`src/rtl/battleship_pkg.sv`:
```
// rtl/battleship_pkg.sv - shared cell encoding, grid size and FSM states for the game controller
package battleship_pkg;

    localparam int GRID_N = 9;

    typedef enum logic [1:0] {
        EMPTY = 2'b00,
        SHIP  = 2'b01,
        MISS  = 2'b10,
        HIT   = 2'b11
    } cell_t;

    typedef enum logic [1:0] {
        PLACE = 2'b00,
        FIRE  = 2'b01,
        BLANK = 2'b10,
        OVER  = 2'b11
    } state_t;

endpackage

```
`src/rtl/bs_cursor.sv`:
```
// rtl/bs_cursor.sv - wrapping 9x9 cursor; opposing moves on one axis cancel
module bs_cursor
    import battleship_pkg::*;
(
    input  logic       clk,
    input  logic       reset,
    input  logic       en,
    input  logic       up,
    input  logic       down,
    input  logic       left,
    input  logic       right,
    output logic [3:0] row,
    output logic [3:0] col
);

    function automatic logic [3:0] step(input logic [3:0] v, input logic dec, input logic inc);
        if (inc && !dec) return (v == 4'(GRID_N - 1)) ? 4'd0 : v + 4'd1;
        if (dec && !inc) return (v == 4'd0) ? 4'(GRID_N - 1) : v - 4'd1;
        return v;
    endfunction

    always_ff @(posedge clk) begin
        if (reset) begin
            row <= 4'd0;
            col <= 4'd0;
        end else if (en) begin
            row <= step(row, up, down);
            col <= step(col, left, right);
        end
    end

endmodule

```
`src/rtl/game_controller.sv`:
```
// rtl/game_controller.sv - battleship turn FSM (place/fire/blank/over); GC_BLANK_SKIP_EN lets confirm end the blank screen
module game_controller
    import battleship_pkg::*;
#(
    parameter int SHIP_CELLS   = 5,
    parameter int BLANK_CYCLES = 100_000_000
) (
    input  logic       clk,
    input  logic       reset,
    input  logic       btn_up,
    input  logic       btn_down,
    input  logic       btn_left,
    input  logic       btn_right,
    input  logic       btn_confirm,
    input  logic [1:0] query_state,
    output logic [3:0] sel_row,
    output logic [3:0] sel_col,
    output logic       place_pulse,
    output logic       fire_pulse,
    output logic       placing_phase,
    output logic       active_player,
    output logic       player_view,
    output logic       show_blank,
    output logic       query_player,
    output logic       game_over,
    output logic       winner,
    output logic [3:0] p1_hits,
    output logic [3:0] p2_hits
);

    state_t      state;
    logic [3:0]  placed_cnt;
    logic [31:0] blank_cnt;
    logic        blank_from_place;
    logic        confirm_ok;
    logic        confirm_accept;
    logic        blank_done;
    logic [3:0]  hits_active;

    function automatic logic [3:0] sat_inc(input logic [3:0] v);
        return (v >= 4'(SHIP_CELLS)) ? v : v + 4'd1;
    endfunction

    always_comb begin
        confirm_ok = 1'b0;
        if (state == PLACE)
            confirm_ok = (query_state == EMPTY);
        else if (state == FIRE)
            confirm_ok = (query_state == EMPTY) || (query_state == SHIP);
    end

    // The grid is not updated until the pulse cycle ends, so confirm is locked out during it.
    assign confirm_accept = btn_confirm && confirm_ok && !place_pulse && !fire_pulse;
    assign hits_active    = active_player ? p2_hits : p1_hits;

`ifdef GC_BLANK_SKIP_EN
    assign blank_done = (blank_cnt == 32'(BLANK_CYCLES - 1)) || btn_confirm;
`else
    assign blank_done = (blank_cnt == 32'(BLANK_CYCLES - 1));
`endif

    bs_cursor u_cursor (
        .clk   (clk),
        .reset (reset),
        .en    ((state == PLACE || state == FIRE) && !confirm_accept),
        .up    (btn_up),
        .down  (btn_down),
        .left  (btn_left),
        .right (btn_right),
        .row   (sel_row),
        .col   (sel_col)
    );

    always_ff @(posedge clk) begin
        if (reset) begin
            state            <= PLACE;
            active_player    <= 1'b0;
            placed_cnt       <= 4'd0;
            blank_cnt        <= 32'd0;
            blank_from_place <= 1'b0;
            p1_hits          <= 4'd0;
            p2_hits          <= 4'd0;
            place_pulse      <= 1'b0;
            fire_pulse       <= 1'b0;
            placing_phase    <= 1'b1;
            player_view      <= 1'b0;
            query_player     <= 1'b0;
            show_blank       <= 1'b0;
            game_over        <= 1'b0;
            winner           <= 1'b0;
        end else begin
            place_pulse <= 1'b0;
            fire_pulse  <= 1'b0;
            case (state)
                PLACE: begin
                    if (place_pulse && placed_cnt == 4'(SHIP_CELLS)) begin
                        placed_cnt       <= 4'd0;
                        blank_from_place <= 1'b1;
                        blank_cnt        <= 32'd0;
                        show_blank       <= 1'b1;
                        placing_phase    <= 1'b0;
                        state            <= BLANK;
                    end else if (confirm_accept) begin
                        place_pulse <= 1'b1;
                        placed_cnt  <= placed_cnt + 4'd1;
                    end
                end
                FIRE: begin
                    if (fire_pulse) begin
                        if (hits_active == 4'(SHIP_CELLS)) begin
                            game_over   <= 1'b1;
                            winner      <= active_player;
                            player_view <= ~active_player;
                            state       <= OVER;
                        end else begin
                            blank_from_place <= 1'b0;
                            blank_cnt        <= 32'd0;
                            show_blank       <= 1'b1;
                            state            <= BLANK;
                        end
                    end else if (confirm_accept) begin
                        fire_pulse <= 1'b1;
                        if (query_state == SHIP) begin
                            if (active_player) p2_hits <= sat_inc(p2_hits);
                            else               p1_hits <= sat_inc(p1_hits);
                        end
                    end
                end
                BLANK: begin
                    if (blank_done) begin
                        show_blank <= 1'b0;
                        if (blank_from_place && !active_player) begin
                            active_player <= 1'b1;
                            placing_phase <= 1'b1;
                            player_view   <= 1'b1;
                            query_player  <= 1'b1;
                            state         <= PLACE;
                        end else begin
                            // Every other exit hands the turn to the other player for firing.
                            active_player <= ~active_player;
                            placing_phase <= 1'b0;
                            player_view   <= active_player;
                            query_player  <= active_player;
                            state         <= FIRE;
                        end
                    end else begin
                        blank_cnt <= blank_cnt + 32'd1;
                    end
                end
                default: ;
            endcase
        end
    end

endmodule

```
`config.mk`:
```
export PLATFORM = sky130hd
export DESIGN_NAME = game_controller
export DESIGN_NICKNAME = d
export VERILOG_FILES = /design/src/rtl/battleship_pkg.sv /design/src/rtl/bs_cursor.sv /design/src/rtl/game_controller.sv
export SDC_FILE = /design/constraint.sdc
export NUM_CORES = 1
export LEC_CHECK = 0
export CAP_MARGIN = 20
export CORE_MARGIN = 2
export CORE_UTILIZATION = 25
export CTS_CLUSTER_SIZE = 24
export DETAILED_ROUTE_END_ITERATION = 7
export PLACE_DENSITY = 0.49
export SYNTH_ARGS = -nofsm -noshare
export SYNTH_HDL_FRONTEND = slang
export SYNTH_SLANG_ARGS = --single-unit
```
`constraint.sdc`:
```
create_clock -name clk -period 2.6 [get_ports clk]
set_input_delay 0.26 -clock clk [delete_from_list [all_inputs] [get_ports clk]]
set_output_delay 0.26 -clock clk [all_outputs]
set_load 0.1 [all_outputs]
```
==> impl_metrics.env <==
export IMPL_yosys_warnings=0
export IMPL_grt_pass1_wl_um=17000
export IMPL_fin_crit_sh_pct=92.2
export IMPL_cts_buffers=9
export IMPL_setup_violations_final=0
export IMPL_tightest_slew_ns=0.617
export IMPL_power_per_cell_area_mw_per_mm2=647
export IMPL_final_util_pct=31.1
export IMPL_cap_violations=0
export IMPL_wl_met3_um=388
export IMPL_vias=3607
export IMPL_rsz0062_at_grt="no"
export IMPL_clock_latency_ns=0.34
export IMPL_cpMaxStageDelayCell="or4_1"
export IMPL_finalInstanceArea_mm2=0.00474
export IMPL_worstPathRequired_ns=2.86
export IMPL_tns_ns=0
export IMPL_yosysSeqAreaShare_pct=32.6
export IMPL_end_kind="flop"
export IMPL_wl_met1_um=4930
export IMPL_maxUsedRoutingLayer="met4"
export IMPL_syn_area_per_cell_um2=8.24
export IMPL_grt_pass1_vias=3430
export IMPL_io_pins=34
export IMPL_clock_root_buffer="clkbuf_16"
export IMPL_r2r_slack_ns=0.20
export IMPL_clkSlewWorstSetupHoldPaths_ns=0.06
export IMPL_synth_fa_ha_area_share_pct=7.00
export IMPL_critical_path_top_delay_family="simple AND/OR/NAND/NOR gates"
export IMPL_cts_tree="built"
export IMPL_hold_start="game_over"
export IMPL_area_delta_synth_final_pct=20.6
export IMPL_fillCellCount=1619
export IMPL_synthArstFlopShare_pct=0
export IMPL_timing_final_max_slew_violations=0
export IMPL_antenna_found_initial=0
export IMPL_core_mm2=0.0153
export IMPL_drt_wl_total_um=10000
export IMPL_via_per_inst=5.04
export IMPL_die_width_um=129
export IMPL_ff_latch_area_mm2=0.00128
export IMPL_syn_num_nets=508
export IMPL_nNetsFinal=530
export IMPL_ys_types=59
export IMPL_cp_max_fo=43
export IMPL_wl_per_cell_um=14.0
export IMPL_multiInputGateArea_mm2=0.00241
export IMPL_placed_area_mm2=0.00438
export IMPL_r2r_start="state[1]"
export IMPL_max_freq_ghz=0.417
export IMPL_synthMuxAreaShare_pct=2.07
export IMPL_drc=0
export IMPL_syn_area_mm2=0.00393
export IMPL_slew_headroom_pct=58.5
export IMPL_synthCells=477
export IMPL_synth_compound_area_share_pct=20.1
export IMPL_place_hpwl_um=7040
export IMPL_setup_worst_path_start="state[1]"
export IMPL_holdCritPathClass="flop to flop"
export IMPL_gp_congestion=0.820
export IMPL_fin_crit_ns=2.40
export IMPL_diodes=0
export IMPL_grt_max_degree=44
export IMPL_io_buffers=33
export IMPL_first_iter_violations=212
export IMPL_grt_overflow=0
export IMPL_grtUsageTotal_pct=12.7
export IMPL_cts_htree_levels=3
export IMPL_critical_path_cell_chain="inv_1, ha_1, nor2b_1, a211oi_4, nand2_2, buf_12, or4_1, a21oi_1"
export IMPL_rows=45
export IMPL_synth_xor_xnor_area_share_pct=2.01
export IMPL_leakage_nw=1.63
export IMPL_worstSetupStartpointType="flop"
export IMPL_synth_simple_area_share_pct=29.9
export IMPL_synth_seq_cells=64
export IMPL_met2WireLength_um=4560
export IMPL_p_total_mw=3.07
export IMPL_cts_sinks=64
export IMPL_synth_top_flop_cell="dfxtp_1"
export IMPL_start_util_pct=25.8
export IMPL_drtAntennaViolNets=0
export IMPL_dieArea_mm2=0.0167
export IMPL_cp_arrival_ns=2.66
export IMPL_final_hold_violation_count=0
export IMPL_clockBufferDepth=2
export IMPL_cp_num_buf_inv=2
export IMPL_vdd_ir_drop_max_mv=0.330
export IMPL_synth_top_family_by_area="simple AND/OR/NAND/NOR gates"
export IMPL_status="finished clean"
export IMPL_drive_gt1_share_pct=12.7
export IMPL_firstDrtPassIters=4
export IMPL_path_class="flop to flop"
export IMPL_fin_skew_ns=0.00843
export IMPL_synth_enable_flop_cells=0
export IMPL_critical_path_max_stage_delay_ns=0.50
export IMPL_die_h_um=129
==> sequential cells by signal (all words and copies together), names as in the netlist, 2 cells and up <==
name,cells
u_cursor.col,4
p2_hits,4
state,2
u_cursor.row,4
p1_hits,4
blank_cnt,32
placed_cnt,4
==> repair_timing <==
item | CTS | global route
setup endpoints to repair | 0 | 11
buffers inserted | 0 | 0
hold endpoints to repair | 0 | 0
hold buffers | 0 | 0
resized for setup | 0 | 1
==> logic make-up (layout without fill, tap and decap cells) <==
logic type / after synthesis / count (layout)
DFF: 64 / 64
buffers and inverters: 54 / 81
and+or+nand+nor: 197 / 197
AOI/OAI and AO/OA: 123 / 123
adders and majority gates: 22 / 22
muxes: 8 / 8
xor gates and xnor gates: 9 / 9
==> path summary, 6_finish.rpt <==
kind | end | depth (start not counted)
max | blank_cnt[10] | 8
min | game_over | 2
max reg2reg | blank_cnt[10] | 8
min reg2reg | game_over | 2
==> cell type report <==
class                           instances  share of cell area, %
Timing Repair Buffer                   42                   7.34
Tap cell                              211                   5.57
Multi-Input combinational cell        359                   50.8
Inverter                               23                   1.82
Clock buffer                           10                   5.04
Sequential cell                        64                   27.0
Clock inverter                          6                   2.43
==> metal layers <==
layer  vias up  GRT usage [%]
li1       1839              -
met1      1690           17.0
met2        65           19.9
met3        13           3.88
met4         0           3.58
met5         -              0
==> report_power, final <==
part	internal [mW]	leakage, nW	switching (mW)
logic	0.172	0.941	0.396
clock network	0.967	0.169	0.476
registers	1.01	0.517	0.0456
==> per-stage QoR <==
| stage | hold slack (ns) | std cells | worst slack, ns |
|---|---|---|---|
| global route | 0.515 | 715 | 0.00455 |
| CTS | 0.489 | 715 | 0.102 |
| detailed placement | 0.481 | 699 | 0.124 |
| finish | 0.484 | 715 | 0.202 |
| global placement | 0.468 | 699 | 0.212 |
| floorplan | 0.461 | 477 | 0.00498 |
==> synthesized netlist by cell type, types with 3 or more instances <==
| cell type | count | area [um^2] |
|---|---|---|
| o21ai_0 | 12 | 60.1 |
| nand4_1 | 13 | 81.3 |
| nand2b_1 | 10 | 62.6 |
| buf_4 | 4 | 30.0 |
| nor2_1 | 32 | 120 |
| inv_1 | 23 | 86.3 |
| ha_1 | 22 | 275 |
| and2_1 | 8 | 50.1 |
| and3_1 | 3 | 18.8 |
| nor3_1 | 10 | 50.1 |
| or4_1 | 27 | 203 |
| a31oi_1 | 4 | 25.0 |
| o22ai_1 | 3 | 18.8 |
| o21ai_1 | 3 | 15.0 |
| nor3b_1 | 3 | 22.5 |
| and4_1 | 7 | 61.3 |
| nand2_1 | 31 | 116 |
| xnor2_1 | 7 | 61.3 |
| nor2b_1 | 4 | 25.0 |
| a41oi_1 | 4 | 35.0 |
| mux2i_1 | 7 | 70.1 |
| nand4b_1 | 4 | 35.0 |
| o31ai_1 | 26 | 195 |
| a22oi_1 | 3 | 22.5 |
| a21oi_1 | 47 | 235 |
| buf_6 | 3 | 33.8 |
| a211oi_1 | 8 | 60.1 |
| nand3_1 | 20 | 100 |
| buf_2 | 6 | 30.0 |
| nor4_1 | 7 | 43.8 |
| dfxtp_1 | 64 | 1280 |
| clkbuf_1 | 16 | 60.1 |
==> cells in the final DEF, fill, tap and decap left out, types with 3 or more instances in the layout <==
| master | instances |
|---|---|
| a31oi_1 | 4 |
| nand4_1 | 13 |
| o31ai_1 | 26 |
| o21ai_0 | 12 |
| a21oi_1 | 47 |
| o21ai_1 | 3 |
| nor4_1 | 7 |
| a22oi_1 | 3 |
| ha_1 | 22 |
| clkbuf_16 | 9 |
| a41oi_1 | 4 |
| a211oi_1 | 8 |
| and3_1 | 3 |
| clkdlybuf4s50_1 | 8 |
| nor3_1 | 10 |
| xnor2_1 | 7 |
| nand2_1 | 31 |
| nand3_1 | 20 |
| nand4b_1 | 4 |
| inv_1 | 23 |
| nor2b_1 | 4 |
| dfxtp_1 | 64 |
| and2_1 | 8 |
| nor3b_1 | 3 |
| nand2b_1 | 10 |
| buf_4 | 33 |
| and4_1 | 7 |
| or4_1 | 27 |
| bufinv_16 | 3 |
| nor2_1 | 32 |
| mux2i_1 | 7 |
| o22ai_1 | 3 |
==> worst min-delay path, stage by stage, from the launching register on <==
cell and delay [ns]:
dfxtp_1 0.33, nor2_1 0.05, nor2_1 0.07
No activity file was read; power rests on OpenSTA's default activity.
